$ cat config.mk
export PLATFORM = sky130hd
export DESIGN_NAME = sat_accum_stream
export DESIGN_NICKNAME = d
export VERILOG_FILES = /design/src/rtl/sat_accum_stream.sv
export SDC_FILE = /design/constraint.sdc
export NUM_CORES = 1
export LEC_CHECK = 0
export CAP_MARGIN = 30
export CORE_UTILIZATION = 40
export CTS_CLUSTER_DIAMETER = 100
export CTS_CLUSTER_SIZE = 16
export DETAILED_ROUTE_END_ITERATION = 8
export PLACE_DENSITY = 0.69
export SLEW_MARGIN = 5
export SYNTH_ARGS = -nofsm -noshare
export SYNTH_HDL_FRONTEND = slang
export SYNTH_SLANG_ARGS = --single-unit
$ cat constraint.sdc
create_clock -name clk -period 2.7 [get_ports clk]
set_clock_uncertainty 0.1 [all_clocks]
set_input_delay 0.54 -clock clk [delete_from_list [all_inputs] [get_ports clk]]
set_output_delay 0.54 -clock clk [all_outputs]
set_load 0.02 [all_outputs]
$ cat src/rtl/sat_accum_stream.sv
// +--------------------------------------------------------------------------+
// | sat_accum_stream: streaming signed accumulator, P-bit saturation per step |
// | Rev 1.0                                                                  |
// +--------------------------------------------------------------------------+
`default_nettype none

module sat_accum_stream #(
  parameter int P = 8,
  parameter int N = 4
) (
  input  logic         clk,
  input  logic         rst_n,
  input  logic         in_valid,
  output logic         in_ready,
  input  logic [P-1:0] in_data,
  input  logic         in_sub,
  output logic         out_valid,
  input  logic         out_ready,
  output logic [P-1:0] out_data,
  output logic         out_sat
);

  localparam int CW = (N > 1) ? $clog2(N) : 1;
  localparam logic [P-1:0]  MAX_VAL  = {1'b0, {(P-1){1'b1}}};
  localparam logic [P-1:0]  MIN_VAL  = {1'b1, {(P-1){1'b0}}};
  localparam logic [CW-1:0] LAST_CNT = CW'(N - 1);

  typedef enum logic [0:0] {
    ACCUM = 1'b0,
    HOLD  = 1'b1
  } state_t;

  state_t        state_q, state_d;
  logic [P-1:0]  acc_q, acc_d;
  logic [CW-1:0] cnt_q, cnt_d;
  logic          sat_flag_q, sat_flag_d;
  logic [P-1:0]  out_data_q, out_data_d;
  logic          out_sat_q, out_sat_d;

  logic [P:0]    sum_ext;
  logic          clamped;
  logic [P-1:0]  sum_sat;

  // One guard bit is enough: a P+1-bit sum of two P-bit signed values never wraps,
  // so disagreement between the top two bits marks an out-of-range result.
  always_comb begin
    if (in_sub) begin
      sum_ext = {acc_q[P-1], acc_q} - {in_data[P-1], in_data};
    end else begin
      sum_ext = {acc_q[P-1], acc_q} + {in_data[P-1], in_data};
    end
    clamped = sum_ext[P] ^ sum_ext[P-1];
    if (!clamped) begin
      sum_sat = sum_ext[P-1:0];
    end else if (sum_ext[P]) begin
      sum_sat = MIN_VAL;
    end else begin
      sum_sat = MAX_VAL;
    end
  end

  always_comb begin
    state_d    = state_q;
    acc_d      = acc_q;
    cnt_d      = cnt_q;
    sat_flag_d = sat_flag_q;
    out_data_d = out_data_q;
    out_sat_d  = out_sat_q;
    case (state_q)
      ACCUM: begin
        if (in_valid) begin
          acc_d      = sum_sat;
          sat_flag_d = sat_flag_q | clamped;
          if (cnt_q == LAST_CNT) begin
            out_data_d = sum_sat;
            out_sat_d  = sat_flag_q | clamped;
            state_d    = HOLD;
            cnt_d      = '0;
          end else begin
            cnt_d = cnt_q + 1'b1;
          end
        end
      end
      HOLD: begin
        // Result registers are left untouched so the last result stays visible.
        if (out_ready) begin
          state_d    = ACCUM;
          acc_d      = '0;
          sat_flag_d = 1'b0;
        end
      end
      default: begin
        state_d = ACCUM;
      end
    endcase
  end

  always_ff @(posedge clk or negedge rst_n) begin
    if (!rst_n) begin
      state_q    <= ACCUM;
      acc_q      <= '0;
      cnt_q      <= '0;
      sat_flag_q <= 1'b0;
      out_data_q <= '0;
      out_sat_q  <= 1'b0;
    end else begin
      state_q    <= state_d;
      acc_q      <= acc_d;
      cnt_q      <= cnt_d;
      sat_flag_q <= sat_flag_d;
      out_data_q <= out_data_d;
      out_sat_q  <= out_sat_d;
    end
  end

  assign in_ready  = (state_q == ACCUM);
  assign out_valid = (state_q == HOLD);
  assign out_data  = out_data_q;
  assign out_sat   = out_sat_q;

endmodule

`default_nettype wire

==> results summary <==
The data arrival time of the critical path is roughly 3100 ps. The number of standard cells after synthesis came out at 151. In this run the cell area measured after placement is 0.00187 mm2. For this run, the detailed router's first-pass iteration total came to 4. The final layout contains ~220 nets. The share of total power in combinational logic came out at 71.4%. The I/O pin count came out at 24. The number of port buffers is 23. The final number of hold-violating endpoints is 0.

The footprint of the multi-input gates is 930 um2. The floorplan row count is 21. The switching share of power is 43.6%. The timing-limited maximum frequency came out at approximately 340 MHz. The number of flops mapped to enable cells by yosys came out at 0. The switching power came out at 0.00108 W. Buffers inserted during clock tree synthesis total 3. The final estimated routing congestion in global placement is about 0.9. Setup repair after global routing could not meet its margin everywhere. The cell with the most instances after synthesis is nand2_1. The class of the worst hold path is flip-flop to flip-flop. During synthesis, Yosys emitted a total of 0 warnings. The starting density of the core is between 40% and 50%. The final instance area is ~0.002 mm2. The sequential fraction of the synthesis area came out at 36.2%.

The ratio of final minimum period to clock period is 109%. After detailed routing, the number of vias per cell comes to 5.04. The mean instance size in the synthesized netlist came out at 9.61 um2.

Once detail routing completed, the nets flagged for antenna violations numbered 0. In this run the tightest slew margin relative to its limit is between 50% and 60%. The growth of design area from synthesis to finish came out at 37.2%. The synthesized cell area is 0.00145 mm2. The transition at the pin with the smallest max-transition slack is around 640 ps.

The wire length per cell after detailed routing came out at 12.8 um. The HPWL after detailed placement is 2430 um. The worst setup path is captured at a flip-flop.

The relative contribution of sequential cells to total power is 22.6%. The number of distinct library cells after synthesis is 37. Measured along the y axis, the die boundary spans 62.2 um. The maximum clock path buffer count came out at 2. The pre-CTS worst setup slack is -938 ps. The highest fanout seen on the critical path came out at 8.

After synthesis, the cell types taking the most area are dfrtp_1 (36%), ha_1 (8.6%), xnor2_1 (6.6%), nand2_1 (5.7%), maj3_2 (5.4%). For the worst setup path, the data required time is 2830 ps. The worst-case reg-to-reg path depth is 11. The cell-internal power came out at 0.00139 W. The TritonCTS clock tree is built. The core outline area came out at 0.00342 mm2. The worst setup path is of the input port to flip-flop kind. The cts-stage hold buffer count is 0. The commonest cells after synthesis are nand2_1 (22), dfrtp_1 (21), o21ai_1 (13), xnor2_1 (11). The filler cell count in the final layout came out at 311. Summed over its instances, the top area cell type makes up 36.2% of the synthesized netlist area. The final total power is 0.00247 W. Across the run, the number of max-cap violations was 0.

The die is roughly 62 um wide. The final wirelength is 3130 um. The dominant register cell in the synthesized netlist is dfrtp_1. The power per cell area came out at 1240 mW/mm2.

The number of nets in the synthesized netlist is 175. The static leakage power is between 0.9 and 1 nW. The number of antenna violations at the first check in global routing came out at 0.

Detailed routing inserted a total of 1235 vias. Clock-pin slew was measured on the worst setup and hold paths at 110 ps. The number of global-route vias before repair came out at 1302. The final worst-path setup slack is -243 ps. The first-pass GRT wire length is 5530 um.

The total number of clock tree sinks is 21. The share of layout cells above drive strength 1 came out at 33.2%. The run finished, with violations left. The final global-route overflow total came out at 0. The pin count of the biggest net entering global routing is 22. The iteration-0 DRC count of the detailed router is 13.

The portion of total power attributed to the clock network came out at 6.0%. The final-report setup violation count came out at 18. After detailed routing, the number of remaining DRC violations is 0. The final-report max-slew violation count is 0. Clock tree synthesis selected as its root buffer the cell clkbuf_4. Measured on the finished design, the core utilization comes to roughly three fifths.

The deepest level of the CTS H-tree is 1. The flip-flop and latch count after synthesis came out at 21. The clock reaches the later pin of the worst-skew pair after roughly 300 ps. Global routing consumed, over all layers together, 17.8% of the routing resources.

The number of diodes added for antenna fixing is 0. The sequential cell area in the final layout came out at 526 um2. The worst hold path passes through 2 cells. Counting I/O delays and the setup requirement, the final critical path takes slightly below 3000 ps. The async set or reset register ratio after synthesis is between 90% and 100%. The worst setup path is launched from an input port. The highest ir drop seen on vdd came out at 0.830 mV. The setup TNS came out at -3640 ps. The area of the die came out at 0.00387 mm2. The biggest area contributor in the post-synthesis netlist is dfrtp_1.

The final reports fail on setup timing.
worst max-delay path, stage by stage:
cell,delay [ps]
buf_8,100
or4_4,540
nor2_4,110
nor2_2,40
xnor2_1,110
ha_1,320
o21a_1,190
nor2_2,120
mux2i_1,100
a211o_2,410
maj3_2,360
o21ai_1,130
metrics by stage:
stage	cells	hold WS [ps]
final	245	392
after global routing	245	422
after CTS	242	402
after detailed placement	237	375
after global placement	237	361
after floorplan	151	144
registers in the layout, indices dropped and copies added, names as in the netlist:
name and count:
sat_flag_q 1, out_sat 1, cnt_q 2, acc_q 8
out_data 8, out_valid 1
placed cells by master, fill, tap and decap left out, drive strengths merged, types with 2 or more instances in the layout:
master         count
nand2             22
o21ai             18
nor2b              3
inv                9
o21a               2
clkdlybuf4s50     17
xnor2             12
ha                10
clkbuf             4
nor3               3
nand3              2
maj3               7
xor2               3
mux2i              2
buf               29
a21oi              7
nor2              10
dfrtp             21
cells by family after synthesis:
logic type	synth area share, %
and+or+nand+nor	15.3
DFF	36.2
muxes	2.16
buffers and inverters	4.40
AOI/OAI and AO/OA	17.0
adders and majority gates	15.4
xor gates and xnor gates	9.57
final timing paths:
kind | slack [ps] | end | start
worst max-delay path | -240 | acc_q[6] | in_data[0]
worst min-delay path | 390 | out_data[4] | out_data[4]
worst max register to register | 210 | acc_q[5] | acc_q[0]
worst min register to register | 390 | out_data[4] | out_data[4]
max in group asynchronous | 1820 | acc_q[0] | rst_n
min in group asynchronous | 470 | acc_q[6] | rst_n
final cells by class:
cell class,instances,area share [%]
multi-input combinational,117,46.7
sequential,21,26.4
timing repair buffer,48,21.0
tap,46,2.89
inverter,9,1.70
clock buffer,4,1.32
per-layer routing:
metal / track usage, % / vias to the layer above / part of all wire (%)
li1: - / 618 / -
met1: 20.6 / 598 / 43
met2: 32.7 / 15 / 53
met3: 3.86 / 4 / 2.6
met4: 4.65 / 0 / 1.1
met5: 0 / - / 0
power by group through the flow:
stage               Combinational [W]  Sequential (W)  Clock (W)
floorplan                     0.00111        0.000619          0
global placement              0.00160        0.000559          0
finish                        0.00176        0.000558   0.000149
CTS                           0.00169        0.000558   0.000158
global route                  0.00196        0.000572   0.000168
detailed placement            0.00165        0.000565          0
repair_timing:
action | 4_1_cts | 5_1_grt
endpoints found under the setup margin | 18 | 18
setup buffers | 1 | 3
pin swaps | 14 | 16
gates resized for setup | 26 | 15
(Power assumes the default switching activity.)
